==> config.mk <==
export PLATFORM = sky130hd
export DESIGN_NAME = ling_pipe_adder
export DESIGN_NICKNAME = d
export VERILOG_FILES = /design/src/rtl/ling_pipe_adder_pkg.sv /design/src/rtl/ling_pipe_adder_group_gen.sv /design/src/rtl/ling_pipe_adder.sv
export SDC_FILE = /design/constraint.sdc
export NUM_CORES = 1
export LEC_CHECK = 0
export ABC_AREA = 1
export BUFFER_PORTS_ARGS = -buffer_cell sky130_fd_sc_hd__buf_2
export CAP_MARGIN = 20
export CORE_UTILIZATION = 45
export CTS_BUF_LIST = sky130_fd_sc_hd__clkbuf_16
export DETAILED_ROUTE_END_ITERATION = 6
export PLACE_DENSITY = 0.73
export SYNTH_ARGS = -nofsm -noshare
export SYNTH_HDL_FRONTEND = slang
export SYNTH_SLANG_ARGS = --single-unit
==> constraint.sdc <==
create_clock -name clk -period 15.4 [get_ports clk]
set_input_delay 3.08 -clock clk [delete_from_list [all_inputs] [get_ports clk]]
set_output_delay 3.08 -clock clk [all_outputs]
set_load 0.05 [all_outputs]
==> src/rtl/ling_pipe_adder_pkg.sv <==
// Shared constants, sizing helper and group-result type for the pipelined Ling adder.
package ling_pkg;

  localparam int LING_STAGES = 3;

  function automatic int ngrp(input int width, input int group);
    return width / group;
  endfunction

  // Registered per-group lookahead result carried from level one to level two.
  typedef struct packed {
    logic hg;
    logic tg;
  } grp_gt_t;

endpackage

==> src/rtl/ling_pipe_adder_group_gen.sv <==
// Combinational N-bit Ling lookahead generator: group generate, group transmit and
// zero-carry-in pseudo-carries h[k] = g[k] | (carry into bit k).
module ling_group_gen
  import ling_pkg::*;
#(
  parameter int N = 4
) (
  input  logic [N-1:0] g,
  input  logic [N-1:0] t,
  output logic         hg,
  output logic         tg,
  output logic [N-1:0] h
);

  // Sum-of-products form keeps each pseudo-carry a single AND-OR level.
  always_comb begin
    logic acc;
    logic tr;
    h = '0;
    for (int k = 0; k < N; k++) begin
      acc = g[k];
      tr  = 1'b1;
      for (int j = k - 1; j >= 0; j--) begin
        acc = acc | (tr & g[j]);
        tr  = tr & t[j];
      end
      h[k] = acc;
    end
  end

  assign hg = t[N-1] & h[N-1];
  // Folding hg into the transmit keeps g -> t true, so the generator nests at level two.
  assign tg = hg | (&t);

endmodule

==> src/rtl/ling_pipe_adder.sv <==
// Three-stage pipelined two-level Ling adder/subtractor with valid/ready on both sides.
module ling_pipe_adder
  import ling_pkg::*;
#(
  parameter int WIDTH = 32,
  parameter int GROUP = 4
) (
  input  logic             clk,
  input  logic             rst,
  input  logic             in_valid,
  output logic             in_ready,
  input  logic [WIDTH-1:0] a,
  input  logic [WIDTH-1:0] b,
  input  logic             cin,
  input  logic             sub,
  output logic             out_valid,
  input  logic             out_ready,
  output logic [WIDTH-1:0] sum,
  output logic             cout,
  output logic             ovf
);

  localparam int NGRP = ngrp(WIDTH, GROUP);

  if ((WIDTH % GROUP) != 0) begin : g_width_chk
    $error("ling_pipe_adder: WIDTH must be a multiple of GROUP");
  end

  logic vld_p0, vld_p1, vld_p2;
  logic rdy_p0, rdy_p1, rdy_p2;

  logic [WIDTH-1:0] a_p0, b_p0;
  logic             cin_p0;

  logic [WIDTH-1:0] g_p1, t_p1, p_p1;
  logic             cin_p1;
  logic [NGRP-1:0]  hg_c1, tg_c1;
  logic [WIDTH-1:0] h_c1;

  logic [WIDTH-1:0]         t_p2, p_p2, h_p2;
  logic                     cin_p2;
  grp_gt_t [NGRP-1:0]       grp_p2;
  logic [NGRP-1:0]          hg_p2v, tg_p2v;
  logic                     hg_l2, tg_l2;
  logic [NGRP-1:0]          h_l2;
  logic [NGRP-1:0]          gcin;
  logic [WIDTH:0]           c;
  logic                     unused_l2;

  assign rdy_p2    = !vld_p2 || out_ready;
  assign rdy_p1    = !vld_p1 || rdy_p2;
  assign rdy_p0    = !vld_p0 || rdy_p1;
  assign in_ready  = rdy_p0;
  assign out_valid = vld_p2;

  always_ff @(posedge clk or posedge rst) begin
    if (rst) begin
      vld_p0 <= 1'b0;
      vld_p1 <= 1'b0;
      vld_p2 <= 1'b0;
    end else begin
      if (rdy_p0) vld_p0 <= in_valid;
      if (rdy_p1) vld_p1 <= vld_p0;
      if (rdy_p2) vld_p2 <= vld_p1;
    end
  end

  // S0: operand capture, b inverted for subtract
  always_ff @(posedge clk) begin
    if (rdy_p0) begin
      a_p0   <= a;
      b_p0   <= sub ? ~b : b;
      cin_p0 <= cin;
    end
  end

  // S1: per-bit generate/transmit/propagate, first-level group lookahead
  always_ff @(posedge clk) begin
    if (rdy_p1) begin
      g_p1   <= a_p0 & b_p0;
      t_p1   <= a_p0 | b_p0;
      p_p1   <= a_p0 ^ b_p0;
      cin_p1 <= cin_p0;
    end
  end

  for (genvar j = 0; j < NGRP; j++) begin : g_l1
    ling_group_gen #(.N(GROUP)) u_grp (
      .g  (g_p1[j*GROUP +: GROUP]),
      .t  (t_p1[j*GROUP +: GROUP]),
      .hg (hg_c1[j]),
      .tg (tg_c1[j]),
      .h  (h_c1[j*GROUP +: GROUP])
    );
  end

  // S2: second-level lookahead, carry recovery and result
  always_ff @(posedge clk) begin
    if (rdy_p2) begin
      t_p2   <= t_p1;
      p_p2   <= p_p1;
      h_p2   <= h_c1;
      cin_p2 <= cin_p1;
      for (int j = 0; j < NGRP; j++) begin
        grp_p2[j] <= '{hg: hg_c1[j], tg: tg_c1[j]};
      end
    end
  end

  always_comb begin
    hg_p2v = '0;
    tg_p2v = '0;
    for (int j = 0; j < NGRP; j++) begin
      hg_p2v[j] = grp_p2[j].hg;
      tg_p2v[j] = grp_p2[j].tg;
    end
  end

  ling_group_gen #(.N(NGRP)) u_l2 (
    .g  (hg_p2v),
    .t  (tg_p2v),
    .hg (hg_l2),
    .tg (tg_l2),
    .h  (h_l2)
  );

  // The whole-word generate/transmit is subsumed by the bit-level recovery of c[WIDTH].
  assign unused_l2 = ^{hg_l2, tg_l2, h_l2[NGRP-1]};

  always_comb begin
    logic tall;
    gcin    = '0;
    tall    = 1'b1;
    gcin[0] = cin_p2;
    for (int j = 1; j < NGRP; j++) begin
      tall    = tall & tg_p2v[j-1];
      gcin[j] = (tg_p2v[j-1] & h_l2[j-1]) | (tall & cin_p2);
    end
  end

  // Real pseudo-carry is the local one widened by the group carry-in over the transmit prefix.
  always_comb begin
    logic tpre;
    c    = '0;
    tpre = 1'b1;
    c[0] = cin_p2;
    for (int i = 0; i < WIDTH; i++) begin
      if ((i % GROUP) == 0) tpre = 1'b1;
      c[i+1] = t_p2[i] & (h_p2[i] | (tpre & gcin[i/GROUP]));
      tpre   = tpre & t_p2[i];
    end
  end

  assign sum  = p_p2 ^ c[WIDTH-1:0];
  assign cout = c[WIDTH];
  assign ovf  = c[WIDTH] ^ c[WIDTH-1];

endmodule

## After elaboration in Yosys (flattened, before gate mapping)

Cells that the tools add are included.
Widths: inputs -> output; s select.

- Multiplexer cells: 1
- Bitwise operators: 277
- Reduce and logical (&&, ||, !) cells: 13

Operator list:

| cell | count |
|---|---|
| $and 1x1->1 | 156 |
| $or 1x1->1 | 115 |
| $xor 32x32->32 | 2 |
| $and 32x32->32 | 1 |
| $mux 32 | 1 |
| $not 32->32 | 1 |
| $or 32x32->32 | 1 |
| $reduce_and 4->1 | 7 |
| $logic_not 1->1 | 3 |
| $logic_or 1x1->1 | 3 |
| $xor 1x1->1 | 1 |

- Flip-flop bits (word level): 276
- Output and inout bits: 36
- Logic and storage cells: 319

## Longest topological paths before layout

Gate-level depths: netlist of run 1.

- Depth in word-level cells: 12
- Gate-level depth with buffers: 11

## By module

A second synthesis of run 1 with hierarchy kept.

- Cells, all modules: 784
- Area, all modules: 11,478.5 um2

By module, submodules not included:

| module | times used | cells an instance | area an instance (um2) | sequential area each (um2) |
|---|---|---|---|---|
| ling_pipe_adder | 1 | 655 | 10,690.3 | 8,333.0 |
| ling_group_gen at g_l1[0].u_grp ... | 8 | 11 | 71.3 | 0.0 |
| ling_group_gen at u_l2 | 1 | 41 | 217.7 | 0.0 |

## Worst setup path before layout of run 1

Ideal clock, no wire load.

- Kind: input to output
- From: in out_ready
- To: out in_ready
- Slack: 4,785 ps
- Stages: 4
- Path buffers: 0
- Arrival: 7,535 ps
- Path through: inv_1 nand2_1 nor2_1 nand2_1

- Word-level cells in the longest chain between the ends: 3

Ends and longest elaborated chain:

| item | line | source |
|---|---|---|
| from (decl) | ling_pipe_adder.sv:17 | `input logic out_ready,` |
| $logic_or 1x1->1 | ling_pipe_adder.sv:50 | `assign rdy_p2 = !vld_p2 \|\| out_ready;` |
| net rdy_p2 | ling_pipe_adder.sv:30 | `logic rdy_p0, rdy_p1, rdy_p2;` |
| $logic_or 1x1->1 | ling_pipe_adder.sv:51 | `assign rdy_p1 = !vld_p1 \|\| rdy_p2;` |
| $logic_or 1x1->1 | ling_pipe_adder.sv:52 | `assign rdy_p0 = !vld_p0 \|\| rdy_p1;` |
| to (decl) | ling_pipe_adder.sv:11 | `output logic in_ready,` |

The timed path passes the listed nets, and every way through them passes these cells.

## Worst setup path in the final report of run 1

Same ends and word-level chain as after synthesis.

==> flow_summary.json, run 1 <==
{
  "cts_hold_buffers": 0,
  "synth_seq_cells": 276,
  "grt_pass1_vias": 5622,
  "place_congestion": 0.7609,
  "sw_frac_of_total_pct": 26.56,
  "start_kind": "input pin",
  "min_period_ns": 7.458,
  "cts.clk_slew.worst_paths_ns": 0.06,
  "hold_path.class": "reg2reg",
  "r2r_slack_ns": 12.57,
  "finalPower_mw": 1.996,
  "syn_inst": 762,
  "p_switching_mw": 0.5302,
  "rows": 57,
  "synth_top_family_by_area": "adder cells",
  "comb_power_share_pct": 15.3,
  "synth_xor_area_share_pct": 4.404,
  "reg2reg_depth": 4,
  "fmax_mhz": 134.1,
  "setup-violations-final": 0,
  "crit_fanout": 58,
  "yosys_warnings": 0,
  "worstReg2RegStart": "out_valid",
  "hold_viol": 0,
  "cts.sinks": 276,
  "synthAdderAreaFrac_pct": 7.191,
  "crit_required_ns": 12.32,
  "area.growth.synth_to_final_pct": 16.91,
  "status": "finished clean",
  "core_area_um2": 24320,
  "cellPowerDensity_nw_per_um2": 153.3,
  "holdPathStages": 0,
  "ys_types": 28,
  "synthesis.area_um2": 11140,
  "place_hpwl_mm": 11.22,
  "insertion_delay_ns": 0.52,
  "clockBufferDepth": 3,
  "die_y_um": 159.3,
  "synth_mux_area_share_pct": 0,
  "layout.nets": 1029,
  "grt_remaining_overflow": 0,
  "cp-end-kind": "output pin",
  "p_int_mw": 1.466,
  "layout_setup_ws_ns": 7.942,
  "numCtsBuffers": 27,
  "worstMarginPinSlew_ns": 1.025,
  "power_frac_clock_pct": 34.2,
  "fin_worst_skew_ns": 0.008246,
  "grt_use_total_pct": 13.27,
  "hp-start": "p_p1[24]",
  "cts_resized": 0,
  "drc": 0,
  "dr.pass1.iters": 6,
  "crit_arrival_ns": 4.38,
  "initial_core_util_pct": 45.79,
  "io_pins": 106,
  "slew_headroom_pct": 31.68,
  "post-cts-setup-buffers": 0,
  "viasPerCell": 4.465,
  "antenna_found_initial": 0,
  "maxSlewViolCount": 0,
  "r2r-end": "p_p1[19]",
  "max-vdd-ir-drop_mv": 0.08736,
  "routedWlPerCell_um": 13.06,
  "drt_iter0_drc": 335,
  "grt_setup_unrepaired": "false",
  "wl_mm": 16.20,
  "crit_type": "in2out",
  "htree_levels": 1,
  "multi_input_area_um2": 2276,
  "p_leak_nw": 5.651,
  "die_w_um": 159.3,
  "final.period_utilization_pct": 48.43,
  "fin_util_pct": 53.53,
  "synth_simple_gate_area_share_pct": 6.798,
  "worstHoldEndpoint": "p_p2[24]",
  "synth_fp_nets": 896,
  "final-seq-area_um2": 8273,
  "drv_cap": 0,
  "dp_worst_setup_slack_ns": 7.912,
  "synth.yosys.seq_area_share_pct": 74.29,
  "vias": 5537,
  "num_antenna_cells": 0,
  "seqPwrFrac_pct": 50.5,
  "synth-compound-area-share_pct": 1.955,
  "cts_tree": "yes",
  "finalNonFillerCells": 1240,
  "syn_avg_cell_area_um2": 14.61,
  "port_buffers": 105,
  "dp_cells": 1190,
  "die_area_um2": 25380,
  "antenna_left": 0,
  "drive_above_1_share_pct": 18.89,
  "grt_pass1_wl_mm": 26.74,
  "clock-root-buffer": "clkbuf_16",
  "fill_cells": 1993,
  "final.setup.tns_ns": 0,
  "grt_max_degree": 67
}
-- cell usage after synthesis --
cell type	number	share of area [%]
a21oi_1	5	0.22
a31oi_1	1	0.056
a31oi_2	1	0.11
and2_1	1	0.056
and3_1	2	0.11
buf_2	3	0.13
clkbuf_1	1	0.034
dfrtp_1	3	0.67
edfxtp_1	273	74
ha_1	64	7.2
inv_1	153	5.2
inv_2	1	0.034
nand2_1	116	3.9
nand3_1	11	0.49
nand3_2	4	0.36
nand3b_1	2	0.13
nand4_1	10	0.56
nor2_1	18	0.61
o211ai_1	3	0.20
o21a_1	7	0.47
o21ai_0	12	0.54
o21ai_1	1	0.045
o21ai_2	3	0.24
o21bai_1	1	0.067
or2_0	1	0.056
or2_2	9	0.51
xnor2_1	15	1.2
xor2_1	41	3.2
-- metrics by stage --
| stage | cell area (µm²) | hold WS, ns |
|---|---|---|
| CTS | 13020 | 0.4166 |
| global placement | 12080 | 0.4005 |
| floorplan | 11140 | 0.4003 |
| finish | 13020 | 0.4158 |
| global route | 13020 | 0.4270 |
| detailed placement | 12080 | 0.4045 |
-- per-layer routing --
layer | global-route usage, % | wire length (µm) | vias up
li1 | - | - | 2811
met1 | 16.69 | 6944 | 2590
met2 | 23.31 | 8136 | 111
met3 | 2.136 | 774 | 25
met4 | 4.633 | 346 | 0
met5 | 0 | 0 | -
-- worst max path at each step --
stage / start / to
2_1_floorplan: out_ready / in_ready
3_3_place_gp: out_ready / in_ready
3_5_place_dp: out_ready / in_ready
4_1_cts: out_ready / in_ready
5_1_grt: out_ready / in_ready
6_report: out_ready / in_ready
-- registers in the layout (all words and copies together), names as in the netlist --
name	cells
a_p0	32
vld_p1	1
grp_p2	14
p_p1	32
vld_p0	1
h_p2	32
cin_p0	1
cin_p1	1
t_p1	32
p_p2	32
t_p2	32
b_p0	32
cin_p2	1
out_valid	1
g_p1	32
-- logic make-up after synthesis --
kind of cell / after synthesis
flip-flops: 276
AND/OR/NAND/NOR: 174
buffers and inverters: 158
adder cells (fa/ha/maj): 64
XOR/XNOR: 56
AO/OA/AOI/OAI: 34
-- critical path, stage by stage --
cell	delay, ns
buf_2	0.10
inv_1	0.08
nand2_4	0.39
nor2_1	0.40
nand2_2	0.10
buf_2	0.22
-- cell type report --
type	instances	area share [%]
Clock buffer	27	5.190
Inverter	154	4.450
Timing Repair Buffer	108	4.210
Sequential cell	276	63.55
Tap cell	324	3.114
Multi-Input combinational cell	328	17.48
Clock inverter	23	2.009
-- placed cells by master, fill, tap and decap left out, drive strengths merged, types with 11 or more instances in the layout --
| cell type | netlist | final |
|---|---|---|
| buf | 3 | 108 |
| clkinv | 0 | 11 |
| o21ai | 16 | 16 |
| xor2 | 41 | 41 |
| ha | 64 | 64 |
| inv | 154 | 160 |
| nor2 | 18 | 18 |
| nand2 | 116 | 116 |
| xnor2 | 15 | 15 |
| clkbuf | 1 | 27 |
| edfxtp | 273 | 273 |
| nand3 | 15 | 15 |
-- power groups by stage --
stage                     combinational (mW)  clock [mW]  sequential (mW)
after global placement                 0.303           0             1.02
final                                  0.306       0.682             1.01
after floorplan                        0.230           0             1.01
after global routing                   0.337       0.728             1.02
after CTS                              0.312       0.700             1.01
after detailed placement               0.310           0             1.03
No activity file was read; power rests on OpenSTA's default activity.
==> run 2, diff against run 1 <==
- clock period: 15.4 -> 7.5 ns (I/O delays scaled with it)
==> flow_summary.json, run 2 (same netlist as run 1, synthesis figures left out) <==
{
  "r2r-end": "g_p1[18]",
  "fin_worst_skew_ns": 0.01983,
  "finalNonFillerCells": 1237,
  "setup-violations-final": 0,
  "layout_common_cells": "edfxtp_1 (273), inv_1 (158), nand2_1 (114), buf_2 (105), ha_1 (64)",
  "slowest_stage": "nor2_1",
  "place_congestion": 0.7576,
  "crit_chain": "buf_2, inv_1, nand2_4, nor2_1, nand2_2, buf_2",
  "holdPathStages": 0,
  "clock-root-buffer": "clkbuf_16",
  "crit_arrival_ns": 2.78,
  "p_leak_nw": 5.598,
  "drive_above_1_share_pct": 18.29,
  "crit_fanout": 58,
  "initial_core_util_pct": 45.79,
  "postLayoutCellArea_um2": 12930,
  "cp_slowest_stage_delay_ns": 0.40,
  "drc": 0,
  "die_area_um2": 25380,
  "highest_layer": "met4",
  "insertion_delay_ns": 0.53,
  "grt_remaining_overflow": 0,
  "wl_met2_mm": 8.011,
  "place_hpwl_mm": 11.30,
  "cts_resized": 0,
  "dr.pass1.iters": 4,
  "area.growth.synth_to_final_pct": 16.09,
  "die_w_um": 159.3,
  "hp-start": "cin_p1",
  "worstHoldEndpoint": "cin_p2",
  "crit_required_ns": 6.00,
  "crit_type": "in2out",
  "worstReg2RegStart": "out_valid",
  "grt_max_degree": 67,
  "start_kind": "input pin",
  "post-cts-setup-buffers": 0,
  "grt_pass1_vias": 5512,
  "final.period_utilization_pct": 57.11,
  "antenna_found_initial": 0,
  "min_period_ns": 4.284,
  "viasPerCell": 4.439,
  "wl_met3_um": 782,
  "cts_tree": "yes",
  "rows": 57,
  "slew_headroom_pct": 31.24,
  "comb_power_share_pct": 15.8,
  "io_pins": 106,
  "final_common_cell": "edfxtp_1",
  "max-vdd-ir-drop_mv": 0.1607,
  "p_switching_mw": 1.079,
  "drt_iter0_drc": 369,
  "fmax_mhz": 233.5,
  "path_buf_inv": 3,
  "worstMarginPinSlew_ns": 1.031,
  "hold_viol": 0,
  "antenna_left": 0,
  "core_area_um2": 24320,
  "reg2reg_depth": 4,
  "port_buffers": 105,
  "htree_levels": 1,
  "wl_met1_mm": 7.017,
  "routedWlPerCell_um": 13.10,
  "seqPwrFrac_pct": 52.0,
  "crit_family": "simple AND/OR/NAND/NOR gates",
  "grt_use_total_pct": 12.98,
  "p_int_mw": 2.903,
  "status": "finished clean",
  "cellPowerDensity_nw_per_um2": 308.0,
  "cp-end-kind": "output pin",
  "power_frac_clock_pct": 32.2,
  "clockBufferDepth": 3,
  "numCtsBuffers": 27,
  "hold_path.class": "reg2reg",
  "fill_cells": 1940,
  "layout.nets": 1029,
  "sw_frac_of_total_pct": 27.09,
  "wl_mm": 16.21,
  "die_y_um": 159.3,
  "cts_hold_buffers": 0,
  "final.setup.tns_ns": 0,
  "post_dp_cell_area_um2": 12080,
  "num_antenna_cells": 0,
  "cts.sinks": 276,
  "cpMostUsedCell": "buf_2",
  "drv_cap": 0,
  "grt_setup_unrepaired": "false",
  "r2r_slack_ns": 4.65,
  "maxSlewViolCount": 0,
  "dp_cells": 1190,
  "vias": 5491,
  "grt_pass1_wl_mm": 26.05,
  "cts.clk_slew.worst_paths_ns": 0.06
}
## run 2: cell type report
type                       instances  area (µm²)  area share [%]
tap                              324       405.4           3.136
multi-input combinational        328        2276           17.61
clock buffer                      27       675.6           5.226
timing repair buffer             108       548.0           4.239
sequential                       276        8273           64.00
clock inverter                    20       170.2           1.316
inverter                         154       579.3           4.481
## run 2: layer usage
layer,up-vias,global-route usage (%)
met5,-,0
li1,2812,-
met1,2551,16.11
met4,0,4.720
met3,29,2.344
met2,99,22.73
## run 2: worst register-to-register path: cells and delay by family (launching register included)
family        cells  cell delay, ns
buf+inv           2            1.30
flops             1            0.38
simple gates      2            0.80
## run 2: worst max-delay path by stage
stage / from / endpoint / slack (ns) / depth (start not counted)
floorplan: out_ready / in_ready / 0.05 / 4
CTS: out_ready / in_ready / 3.17 / 6
global route: out_ready / in_ready / 3.07 / 6
global placement: out_ready / in_ready / 3.19 / 6
finish: out_ready / in_ready / 3.22 / 6
detailed placement: out_ready / in_ready / 3.18 / 6
## run 2: stage by stage
stage                     worst slack, ns  total power, mW  hold WS [ns]  utilization (%)
after global placement              3.187            2.719        0.4025            49.68
after CTS                           3.171            4.024        0.4187            53.16
after detailed placement            3.181            2.742        0.4045            49.68
after global routing                3.073            4.154        0.4245            53.16
after floorplan                   0.04543            2.554        0.4003                -
final                               3.216            3.982        0.4155            53.16
## run 2: power by group through the flow
stage          clock, mW  sequential [mW]  combinational, mW
2_1_floorplan          0             2.08              0.473
3_3_place_gp           0             2.09              0.624
3_5_place_dp           0             2.11              0.637
4_1_cts             1.31             2.07              0.640
5_1_grt             1.37             2.10              0.690
6_report            1.28             2.07              0.628
==> run 3, diff against run 2 <==
- ABC_AREA: 1 -> 0
- clock period: 7.5 -> 4.5 ns (I/O delays scaled with it)
==> flow_summary.json, run 3 <==
{
  "status": "finished clean",
  "setup-violations-final": 0,
  "slew_headroom_pct": 29.53,
  "die_y_um": 158.0,
  "maxSlewViolCount": 0,
  "drv_cap": 0,
  "numCtsBuffers": 28,
  "antenna_found_initial": 1,
  "final.period_utilization_pct": 76.11,
  "hold_viol": 0,
  "vias": 5219,
  "crit_fanout": 7,
  "seqPwrFrac_pct": 51.9,
  "worstMarginPinSlew_ns": 1.057,
  "synth_fp_nets": 784,
  "r2r_slack_ns": 2.56,
  "synth_edf_count": 273,
  "routedWlPerCell_um": 14.15,
  "crit_type": "reg2out",
  "sw_frac_of_total_pct": 27.09,
  "rows": 56,
  "ys_types": 41,
  "min_period_ns": 3.425,
  "start_kind": "register",
  "fmax_mhz": 292.0,
  "yosys_warnings": 0,
  "viasPerCell": 4.627,
  "grt_setup_unrepaired": "false",
  "p_int_mw": 4.853,
  "cellPowerDensity_nw_per_um2": 520.0,
  "clock-root-buffer": "clkbuf_16",
  "syn_avg_cell_area_um2": 16.85,
  "max-vdd-ir-drop_mv": 0.3419,
  "hold_path.class": "in2async",
  "synth_largest_area_cell": "edfxtp_1",
  "synth.yosys.seq_area_share_pct": 75.56,
  "fill_cells": 1960,
  "p_leak_nw": 5.194,
  "final_common_cell": "edfxtp_1",
  "wl_mm": 15.96,
  "syn_inst": 650,
  "yosysMostFrequentCell": "edfxtp_1",
  "clockBufferDepth": 3,
  "layout_common_cells": "edfxtp_1 (273), buf_2 (105), inv_1 (103), ha_1 (64), xor2_1 (35)",
  "finalPower_mw": 6.656,
  "drc": 0,
  "post-cts-setup-buffers": 0,
  "synth_top_area_share_pct": 74.87,
  "grt_pass1_vias": 5344,
  "drt_iter0_drc": 202,
  "synth_commonest_cells": "edfxtp_1 (273), inv_1 (98), ha_1 (64), xor2_1 (35), xnor2_1 (29)",
  "port_buffers": 105,
  "cp-end-kind": "output pin",
  "place_hpwl_mm": 11.16,
  "synth_flop_cell": "edfxtp_1",
  "power_frac_clock_pct": 32.7,
  "crit_required_ns": 3.60,
  "yosys-top-cells-area": "edfxtp_1 (75%), ha_1 (7.3%), inv_1 (3.4%), xor2_1 (2.8%), xnor2_1 (2.3%)",
  "core_area_um2": 23680,
  "cts_hold_buffers": 0,
  "grt_use_total_pct": 13.45,
  "layout.nets": 921,
  "antenna_left": 0,
  "cts.clk_slew.worst_paths_ns": 0.06,
  "final.setup.tns_ns": 0,
  "drive_above_1_share_pct": 21.41,
  "insertion_delay_ns": 0.54,
  "htree_levels": 1,
  "grt_pass1_wl_mm": 25.63,
  "async_flop_share_pct": 1.087,
  "synth_seq_cells": 276,
  "dr.pass1.iters": 4,
  "cts.sinks": 276,
  "p_switching_mw": 1.803,
  "area.growth.synth_to_final_pct": 16.90,
  "comb_power_share_pct": 15.4,
  "cts_resized": 0,
  "cts_tree": "yes",
  "grt_max_degree": 78,
  "place_congestion": 0.7985,
  "grt_remaining_overflow": 0,
  "synthesis.area_um2": 10950,
  "die_w_um": 158.0,
  "initial_core_util_pct": 46.23,
  "fin_worst_skew_ns": 0.01706,
  "die_area_um2": 24960,
  "crit_arrival_ns": 2.52,
  "io_pins": 106
}
[run 3: changes by cell type in the layout (fill, tap and decap cells not counted), sizes merged, moves of 8 or more]
| cell | change |
|---|---|
| nand2 | -108 |
| inv | -57 |
| nor2 | -17 |
| nand3 | -15 |
| xnor2 | +14 |
| a21o | +13 |
| and2 | +12 |
| a211o | +10 |
| nor2b | +9 |
| a21oi | +8 |
[run 3: final timing paths]
check | from | end | cells after the start
max | cin_p2 | sum[12] | 6
min | rst | vld_p0 | 2
max reg2reg | out_valid | h_p2[11] | 2
min reg2reg | p_p1[4] | p_p2[4] | 0
max in group asynchronous | rst | out_valid | 2
min in group clk | p_p1[4] | p_p2[4] | 0
[run 3: metrics by stage]
step	setup WS, ns	hold WS [ns]	cells	utilization (%)	cell area, µm²
final	1.075	0.2302	1128	54.05	12800
after global routing	0.8943	0.2271	1128	54.05	12800
after CTS	1.016	0.2117	1127	54.04	12800
after detailed placement	1.603	0.4054	1076	50.33	11920
after global placement	1.623	0.4015	1076	50.33	11920
after floorplan	0.09977	0.4003	650	-	10950
[run 3: power groups by stage]
stage	Combinational, mW	Clock, mW	Sequential [mW]
2_1_floorplan	0.778	0	3.47
3_3_place_gp	1.03	0	3.50
3_5_place_dp	1.05	0	3.51
4_1_cts	1.05	2.22	3.46
5_1_grt	1.12	2.33	3.50
6_report	1.03	2.17	3.45
[run 3: logic make-up (layout without fill, tap and decap cells)]
kind of cell               Yosys count  in the layout  share of synthesized area, %
adders and majority gates           64             64                         7.313
AOI/OAI and AO/OA                   79             79                         4.857
and+or+nand+nor                     65             65                         3.622
buffers and inverters              102            260                         3.531
DFF                                276            276                         75.56
other                                0              1                             0
xor gates and xnor gates            64             64                         5.119
[run 3: layer usage]
metal  vias to the layer above  wire length, µm  global-route usage, %
met4                         0              359                  4.350
met3                        34              827                  2.655
li1                       2588                -                      -
met5                         -                0                      0
met1                      2481             6498                  15.78
met2                       116             8275                  24.61
[run 3: final cells by class]
class	count	area [µm²]	area share, %
Antenna cell	1	2.502	0.01955
Clock inverter	23	176.4	1.378
Sequential cell	276	8273	64.63
Clock buffer	28	700.7	5.474
Multi-Input combinational cell	272	2297	17.95
Inverter	98	367.9	2.874
Timing Repair Buffer	111	583.1	4.555
Tap cell	319	399.1	3.118
[run 3: worst max-delay path, cell delays in order, from the launching register on]
cell	delay (ns)
edfxtp_1	0.53
a211o_1	0.40
and3_1	0.24
and3_1	0.19
o21ai_1	0.15
xnor2_1	0.17
buf_2	0.30
